$ cat src/rtl/axi_dw_sched_pkg.sv
// Shared types and width helpers for the data-width converter read scheduler.
package axi_dw_sched_pkg;

    typedef enum logic {
        IDLE  = 1'b0,
        ISSUE = 1'b1
    } state_e;

    function automatic int idx_width(input int num_req);
        return (num_req > 1) ? $clog2(num_req) : 1;
    endfunction

    // Enough bits to hold the value max_reads itself, not just max_reads-1.
    function automatic int cnt_width(input int max_reads);
        return $clog2(max_reads + 1);
    endfunction

endpackage

$ cat src/rtl/axi_dw_rr_pick.sv
// Combinational round-robin picker: first asserted request at or above ptr, wrapping.
module axi_dw_rr_pick #(
    parameter int NumReq   = 4,
    parameter int IdxWidth = 2
) (
    input  logic [NumReq-1:0]   req,
    input  logic [IdxWidth-1:0] ptr,
    output logic [IdxWidth-1:0] winner,
    output logic                any_valid
);

    // Scan from farthest to nearest so the closest request to ptr is written last.
    always_comb begin
        winner    = '0;
        any_valid = 1'b0;
        for (int k = NumReq - 1; k >= 0; k--) begin
            if (req[(int'(ptr) + k) % NumReq]) begin
                winner    = IdxWidth'((int'(ptr) + k) % NumReq);
                any_valid = 1'b1;
            end
        end
    end

endmodule

$ cat src/rtl/axi_dw_rd_scheduler.sv
// Shares one converter AR/R port between NumReq requesters: round-robin AR issue,
// in-flight read limiting, and R routing by the requester index carried in the ID.
module axi_dw_rd_scheduler
    import axi_dw_sched_pkg::*;
#(
    parameter int NumReq    = 4,
    parameter int MaxReads  = 8,
    parameter int IdWidth   = 4,
    parameter int AddrWidth = 32,
    localparam int IdxWidth = idx_width(NumReq),
    localparam int CntWidth = cnt_width(MaxReads)
) (
    input  logic                          clk_i,
    input  logic                          rst_i,
    input  logic [NumReq-1:0]             req_ar_valid_i,
    output logic [NumReq-1:0]             req_ar_ready_o,
    input  logic [NumReq*AddrWidth-1:0]   req_ar_addr_i,
    input  logic [NumReq*8-1:0]           req_ar_len_i,
    input  logic [NumReq*IdWidth-1:0]     req_ar_id_i,
    output logic                          mst_ar_valid_o,
    input  logic                          mst_ar_ready_i,
    output logic [AddrWidth-1:0]          mst_ar_addr_o,
    output logic [7:0]                    mst_ar_len_o,
    output logic [IdxWidth+IdWidth-1:0]   mst_ar_id_o,
    input  logic                          mst_r_valid_i,
    output logic                          mst_r_ready_o,
    input  logic                          mst_r_last_i,
    input  logic [IdxWidth+IdWidth-1:0]   mst_r_id_i,
    output logic [NumReq-1:0]             req_r_valid_o,
    input  logic [NumReq-1:0]             req_r_ready_i,
    output logic [IdWidth-1:0]            req_r_id_o,
    output logic [CntWidth-1:0]           outstanding_o,
    output logic                          err_o
);

    state_e                        state;
    logic                          ar_valid;
    logic [IdxWidth-1:0]           rr_ptr;
    logic [AddrWidth-1:0]          pay_addr;
    logic [7:0]                    pay_len;
    logic [IdxWidth+IdWidth-1:0]   pay_id;
    logic [CntWidth-1:0]           count;
    logic                          err;

    logic [IdxWidth-1:0]           pick_idx;
    logic                          pick_any;
    logic                          grant;
    logic                          ar_hs;
    logic [IdxWidth-1:0]           held_idx;
    logic [IdxWidth-1:0]           r_idx;
    logic                          r_idx_ok;
    logic                          r_last_hs;

    axi_dw_rr_pick #(
        .NumReq  (NumReq),
        .IdxWidth(IdxWidth)
    ) u_pick (
        .req      (req_ar_valid_i),
        .ptr      (rr_ptr),
        .winner   (pick_idx),
        .any_valid(pick_any)
    );

    // Only the registered count gates a grant, so a same-cycle R-last cannot unblock it.
    assign grant    = (state == IDLE) && (count < CntWidth'(MaxReads)) && pick_any;
    assign ar_hs    = ar_valid && mst_ar_ready_i;
    assign held_idx = pay_id[IdxWidth+IdWidth-1:IdWidth];

    always_comb begin
        req_ar_ready_o = '0;
        for (int i = 0; i < NumReq; i++) begin
            req_ar_ready_o[i] = grant && (pick_idx == IdxWidth'(i));
        end
    end

    always_ff @(posedge clk_i) begin
        if (rst_i) begin
            state    <= IDLE;
            ar_valid <= 1'b0;
            rr_ptr   <= '0;
            pay_addr <= '0;
            pay_len  <= '0;
            pay_id   <= '0;
        end else begin
            case (state)
                IDLE: begin
                    if (grant) begin
                        pay_addr <= req_ar_addr_i[pick_idx*AddrWidth +: AddrWidth];
                        pay_len  <= req_ar_len_i[pick_idx*8 +: 8];
                        pay_id   <= {pick_idx, req_ar_id_i[pick_idx*IdWidth +: IdWidth]};
                        state    <= ISSUE;
                        ar_valid <= 1'b1;
                    end
                end
                ISSUE: begin
                    if (mst_ar_ready_i) begin
                        state    <= IDLE;
                        ar_valid <= 1'b0;
                        rr_ptr   <= (32'(held_idx) == NumReq - 1) ? '0 : held_idx + 1'b1;
                    end
                end
                default: begin
                    state    <= IDLE;
                    ar_valid <= 1'b0;
                end
            endcase
        end
    end

    assign mst_ar_valid_o = ar_valid;
    assign mst_ar_addr_o  = pay_addr;
    assign mst_ar_len_o   = pay_len;
    assign mst_ar_id_o    = pay_id;

    // Indices beyond NumReq (non-power-of-two NumReq) are swallowed so the converter never stalls.
    assign r_idx    = mst_r_id_i[IdxWidth+IdWidth-1:IdWidth];
    assign r_idx_ok = 32'(r_idx) < NumReq;

    always_comb begin
        req_r_valid_o = '0;
        mst_r_ready_o = 1'b1;
        for (int i = 0; i < NumReq; i++) begin
            if (r_idx_ok && (r_idx == IdxWidth'(i))) begin
                req_r_valid_o[i] = mst_r_valid_i;
                mst_r_ready_o    = req_r_ready_i[i];
            end
        end
    end

    assign req_r_id_o = mst_r_id_i[IdWidth-1:0];
    assign r_last_hs  = mst_r_valid_i && mst_r_ready_o && mst_r_last_i;

    always_ff @(posedge clk_i) begin
        if (rst_i) begin
            count <= '0;
            err   <= 1'b0;
        end else begin
            if (ar_hs && !r_last_hs) begin
                count <= count + 1'b1;
            end else if (!ar_hs && r_last_hs && (count != '0)) begin
                count <= count - 1'b1;
            end
            if ((r_last_hs && (count == '0)) || (mst_r_valid_i && !r_idx_ok)) begin
                err <= 1'b1;
            end
        end
    end

    assign outstanding_o = count;
    assign err_o         = err;

endmodule
$ cat config.mk
export PLATFORM = sky130hd
export DESIGN_NAME = axi_dw_rd_scheduler
export DESIGN_NICKNAME = d
export VERILOG_FILES = /design/src/rtl/axi_dw_sched_pkg.sv /design/src/rtl/axi_dw_rr_pick.sv /design/src/rtl/axi_dw_rd_scheduler.sv
export SDC_FILE = /design/constraint.sdc
export NUM_CORES = 1
export LEC_CHECK = 0
export BUFFER_PORTS_ARGS = -buffer_cell sky130_fd_sc_hd__buf_4
export CAP_MARGIN = 30
export CORE_AREA = 2 2 100 102
export CTS_CLUSTER_SIZE = 25
export DETAILED_ROUTE_END_ITERATION = 6
export DIE_AREA = 0 0 102 104
export PLACE_DENSITY = 0.74
export SYNTH_ARGS = -nofsm -noshare
export SYNTH_HDL_FRONTEND = slang
export SYNTH_SLANG_ARGS = --single-unit
$ cat constraint.sdc
create_clock -name clk_i -period 4.9 [get_ports clk_i]
set_clock_uncertainty 0.05 [all_clocks]
set_input_delay 0.245 -clock clk_i [delete_from_list [all_inputs] [get_ports clk_i]]
set_output_delay 0.245 -clock clk_i [all_outputs]
set_load 0.01 [all_outputs]
==> Word level (Yosys, flattened, before mapping) <==
Index checks and enable logic that the tools add are counted.
W data, S select, Z words.
{ "op_classes": {"magnitude_cmp": 5, "muxes": 36, "eq_ne": 9, "bitwise": 4, "reduce_logical": 26, "n_addsub": 6, "shift": 3} }
{ "op_table": {"columns": ["operator", "count"], "rows": [
  ["$shiftx A128 B8 Y32", 1],
  ["$shiftx A32 B6 Y8", 1],
  ["$mux W1", 23],
  ["$shiftx A16 B5 Y4", 1],
  ["$logic_and A1 B1 Y1", 13],
  ["$lt A3 B4 Y1 const B", 3],
  ["$eq A2 B2 Y1 const B", 5],
  ["$mux W2", 5],
  ["$bmux W1 S2", 4],
  ["$mux W4", 2],
  ["$reduce_and A2 Y1", 3],
  ["$reduce_or A2 Y1", 3],
  ["$add A2 B1 Y2 const B", 2],
  ["$add A2 B2 Y2 const B", 2],
  ["$add A4 B1 Y4 const B", 1],
  ["$eq A2 B1 Y1 const B", 2],
  ["$logic_not A2 Y1", 2],
  ["$logic_not A4 Y1", 1],
  ["$lt A4 B4 Y1 const B", 1],
  ["$ne A2 B2 Y1 const B", 2],
  ["$pmux W1 S2", 2],
  ["$reduce_bool A4 Y1", 1],
  ["$sub A4 B1 Y4 const B", 1],
  ["$and A1 B1 Y1 const A", 3],
  ["other kinds (4)", 5]
]} }
{ "word_totals": {"in_bits": 195, "register_bits": 55, "word_cells": 97} }

==> Logic depth before layout (Yosys ltp) <==
{ "logic_depth": {"ltp_word": 13, "depth_mapped": 8, "depth_no_buf": 8} }

==> Hierarchy <==
A second synthesis with hierarchy kept.
{ "unflattened": {"cells_unflattened": 334, "hier_area_um2": 3280.6} }
{ "modules_own_cells": {"columns": ["module", "n_inst", "seq_area_each_um2", "cells_per_inst", "area_per_inst_um2"], "rows": [
  ["axi_dw_rd_scheduler", 1, 1101.1, 321, 3203.1],
  ["axi_dw_rr_pick", 1, 0.0, 13, 77.6]
]} }

==> Least setup slack after synthesis <==
Ideal clock, no wire load.
{ "synth_path": {"path_type": "input port to flip-flop", "start": "in mst_r_id_i[4]", "end": "reg count[3], in the netlist outstanding_o[3]", "slack_ns": 2.646, "setup_ns": 0.128, "required_time_ns": 4.722, "arrival_ns": 2.077, "stages": 8, "path_cell_list": "mux4_2 > a31o_2 > ha_1 > a21o_1 > a21oi_1 > mux2i_1 > xnor2_1 > nor2_1"} }
{ "synth_between": {"elab_chain_cells": 10} }
{ "synth_lines": {"columns": ["item", "line", "source"], "rows": [
  ["from (decl)", "axi_dw_rd_scheduler.sv:28", "input logic [IdxWidth+IdWidth-1:0] mst_r_id_i,"],
  ["$logic_not A2 Y1", "axi_dw_rd_scheduler.sv:123", "if (r_idx_ok && (r_idx == IdxWidth'(i))) begin"],
  ["$mux W1 (3 in a row)", "axi_dw_rd_scheduler.sv:123", null],
  ["$mux W1 (*)", "axi_dw_rd_scheduler.sv:123", null],
  ["$logic_and A1 B1 Y1 (*) (2 in a row)", "axi_dw_rd_scheduler.sv:131", "assign r_last_hs = mst_r_valid_i && mst_r_ready_o && mst_r_last_i;"],
  ["$logic_not A1 Y1 / $logic_and A1 B1 Y1 (equally long branches)", "axi_dw_rd_scheduler.sv:138, axi_dw_rd_scheduler.sv:140", null],
  ["$logic_and A1 B1 Y1, on equally long branches", "axi_dw_rd_scheduler.sv:138, axi_dw_rd_scheduler.sv:140", null],
  ["$mux W4 / $reduce_bool A2 Y1 (equally long branches)", null, null],
  ["to (signal assigned)", "axi_dw_rd_scheduler.sv:139", "count <= count + 1'b1;"],
  ["to (signal assigned)", "axi_dw_rd_scheduler.sv:141", "count <= count - 1'b1;"],
  ["to (decl)", "axi_dw_rd_scheduler.sv:42", "logic [CntWidth-1:0] count;"]
]} }
Mark *: on every way between the ends. The rest lies on a longest branch, timed or not.
A chain may end at the register's enable or synchronous reset.

==> Final worst setup path <==
{ "layout_path": {"start": "reg rr_ptr[1]", "end": "reg pay_id[3], in the netlist mst_ar_id_o[3]"} }
{ "layout_between": {"elab_chain_cells": 10} }
{ "layout_lines": {"columns": ["item", "line", "source"], "rows": [
  ["from (decl)", "axi_dw_rd_scheduler.sv:38", "logic [IdxWidth-1:0] rr_ptr;"],
  ["from (signal assigned)", "axi_dw_rd_scheduler.sv:99", "rr_ptr <= (32'(held_idx) == NumReq - 1) ? '0 : held_idx + 1'b1;"],
  ["parallel branches: the longest is 10 deep, another holds $add A2 B2 Y2", null, null],
  ["to (signal assigned)", "axi_dw_rd_scheduler.sv:90", "pay_id <= {pick_idx, req_ar_id_i[pick_idx*IdWidth +: IdWidth]};"],
  ["to (decl)", "axi_dw_rd_scheduler.sv:41", "logic [IdxWidth+IdWidth-1:0] pay_id;"]
]} }
Several ways; the timed one is not identified. The select of a mux whose other input is x is not followed.

==> summary.md <==
* dfxtp_1 — cell type with the highest aggregate area in the netlist
* 0.318 — area fraction of the dominant cell type after synthesis
* 4950 microns — M1 WL
* completed — result of the run
* 0 — number of enable flip-flop cells after synthesis
* 5.02 ns — Req. time, crit path
* 0.553 — period utilization
* 0 — antenna violations before repair
* no — RSZ-0062 raised after global routing
* 0 ns — Setup TNS Final
* 55 — clock sinks
* dfxtp_1 — predominant post-synthesis flop cell
* 0 — post-CTS setup buffers
* 0 — antenna diode instance count
* 0 — number of remaining DRC errors
* 251 — number of buffer cells added on primary ports
* 284 mW/mm^2 — Power Density
* 998 microns — met3 WL
* 8.71 sq um — average size of a mapped cell
* 0.152 mV — peak supply drop
* 890 — Fillers
* in -> reg — Hold WC Path Type
* met4 — top layer in use
* 397 — post-synthesis cell count
* 0 — synth warn
* 0.67 ns — maximum single-stage delay on the critical path
* 0.00955 sq mm — core area
* 0 — share of synthesized registers carrying an async set or reset
* clkbuf_8 — cell at the root of the clock tree
* done — CTS tree
* a21boi_0, o221ai_4, buf_4, mux2_2, nand2_1, a211oi_2 — crit path cell chain
* 143 — detailed router's first-iteration violation count
* 19900 microns — global-route wire length before repair
* 0.506 — proportion of layout cells with a drive suffix above 1
* 0.318 — proportion of synthesized chip area in sequential cells
* 819 — Final #Nets
* 43 — count of different cell masters after synthesis
* 260 — Ports
* 4114 — via count of the first global-routing pass
* 0.864 — gpl congestion
* 4016 — vias post-DR
* 0.10 ns — clock input transition at the sequential cells of the worst setup and hold paths
* 369 MHz — Achievable Freq
* 0 — number of gates resized after cts
* o221ai_4 — library cell contributing the largest single delay on the critical path
* 55 — number of flip-flops and latches in the synthesized netlist
* 0.812 ns — Worst Tran Pin Value
* 24 — Critical Path Fanout Max
* 0.30 ns — clock insertion delay at the later pin of the skew report
* 0 — number of max-slew violations in the final report
* 2.83 ns — worst endpoint data arrival time
* 0.00216 sq mm — area occupied by multi-input gates
* 13000 microns — Final Routed Wirelength
* 0 — Setup violations, final
* 0.00110 sq mm — area used by sequential logic in the layout
* reg -> reg — type of the setup path with the least slack
* 0 — number of buffers inserted for hold repair after clock tree synthesis
* 0.234 — Tot GR Track Use
* 0 — number of max-cap violations
* 0.00537 sq mm — Placed Area
* rr_ptr[1]$_SDFFE_PP0P_ — timing startpoint of the critical path
* 2 — H-tree level count
* 0.459 — relative slew slack
* register — type of element launching the critical path
* 5.34 — routed via count divided by cell count
* 6800 microns — Met2 Routed Length
* 0.00544 sq mm — final design area excluding fillers
* 56 — pin count of the biggest net entering global routing
* rr_ptr[1]$_SDFFE_PP0P_ — Critical R2R Launch
* mst_ar_ready_i — launch instance of the worst min-delay path
* 2 — number of buffers between clock root and the deepest sink
* 0 — remaining global-route overflow
* 57.4% — P&R area growth vs syn
* 0.362 — starting density of the core
* 17.3 microns — detail-routed net length per standard cell
* 9730 microns — DP HPWL
* register — type of element capturing the critical path
* 0.00346 sq mm — Mapped Area
* 2.71 ns — clock period minus worst slack
* 0 — final hold violations
* 596 — Post-Synthesis Net Count
* 102 microns — overall die width
* 4 — Pre-Repair DR Iteration Count
* 2.51 nW — leakage power
* dfxtp_1 32%, a221oi_1 11%, mux2_2 11% — largest cells by area after synthesis
* 36 — Cell Rows
* 104 microns — vertical die dimension
* 0.0106 sq mm — full die area
* 0.570 — Layout Utilization
* 5 — number of clock buffers inserted by TritonCTS
* 0 — Post-DRT Antenna Nets
## where the power goes
group	internal, W	switching, W	leakage (nW)
registers	0.000528	0.0000540	0.456
clock network	0.0000961	0.000144	0.0371
logic	0.000375	0.000351	2.01
total	0.000999	0.000549	2.51
## worst max-delay path, delay by kind of cell (launching register included)
kind | cells | cell delay (ns)
AOI/OAI and AO/OA | 3 | 0.97
buffers and inverters | 1 | 0.45
DFF | 1 | 0.62
muxes | 1 | 0.38
and+or+nand+nor | 1 | 0.08
## state kept, by name, summed over array words and instances, names as in the netlist
signal,count
mst_ar_addr_o,32
mst_ar_len_o,8
mst_ar_id_o,6
outstanding_o,4
rr_ptr,2
err_o,1
mst_ar_valid_o,1
state,1
## synth_stat cells, types with 4 or more instances
library cell and n:
buf_2 10, clkbuf_1 23, a211oi_1 39, a21oi_1 11, mux2_1 10, nand2_1 53, buf_4 5, and2_1 4
a211oi_2 7, nor2_1 58, dfxtp_1 55, a221oi_1 44, mux2_2 34, buf_6 4
## cell families after synthesis
| kind of cell | after synthesis | share of synthesized area |
|---|---|---|
| buffers and inverters | 44 | 0.0655 |
| AOI/OAI and AO/OA | 114 | 0.277 |
| adders and majority gates | 4 | 0.0166 |
| muxes | 48 | 0.158 |
| and+or+nand+nor | 129 | 0.156 |
| xor gates and xnor gates | 3 | 0.00760 |
| DFF | 55 | 0.318 |
## worst paths after layout
kind | end | slack (ns) | cells past startpoint
setup / recovery | mst_ar_id_o[3]$_SDFFE_PP0P_ | 2.19 | 6
hold / removal | rr_ptr[1]$_SDFFE_PP0P_ | 0.18 | 3
setup reg to reg | mst_ar_id_o[3]$_SDFFE_PP0P_ | 2.19 | 6
hold reg to reg | mst_ar_addr_o[8]$_SDFFE_PP0P_ | 0.45 | 2
## placed cells by master, fill, tap and decap left out, types with 2 or more instances in the layout
master,Yosys,layout
a211oi_1,39,38
mux2_2,34,34
dfxtp_1,55,55
o221a_2,2,2
xnor2_1,3,3
nand2b_1,2,2
ha_1,3,3
mux2i_1,3,3
nor2_1,58,58
mux2_1,10,10
clkbuf_8,0,5
nor3b_1,3,3
a211oi_2,7,7
inv_1,2,2
a21oi_1,11,11
buf_4,5,258
and2_1,4,4
nand2_1,53,53
a221oi_1,44,44
## per-layer routing
metal,vias to the layer above,global-route usage
li1,1938,-
met1,1878,0.259
met2,178,0.432
met3,22,0.0511
met4,0,0.0790
met5,-,0
## per-stage QoR
step / setup WS (ns) / total power [W] / cells / hold slack (ns)
2_1_floorplan: 2.65 / 0.000982 / 397 / 0.355
3_3_place_gp: 2.27 / 0.00131 / 746 / 0.409
3_5_place_dp: 2.19 / 0.00132 / 746 / 0.427
4_1_cts: 2.17 / 0.00156 / 752 / 0.162
5_1_grt: 1.99 / 0.00165 / 752 / 0.164
6_report: 2.19 / 0.00155 / 752 / 0.181
## cell type report
type | instances | area share
repair buffers | 258 | 0.356
well taps | 133 | 0.0306
clock buffers | 6 | 0.0133
flip-flops and latches | 55 | 0.202
inverters | 2 | 0.00138
multi-input cells | 298 | 0.397
Note: power is estimated with default switching activity, not from simulation.
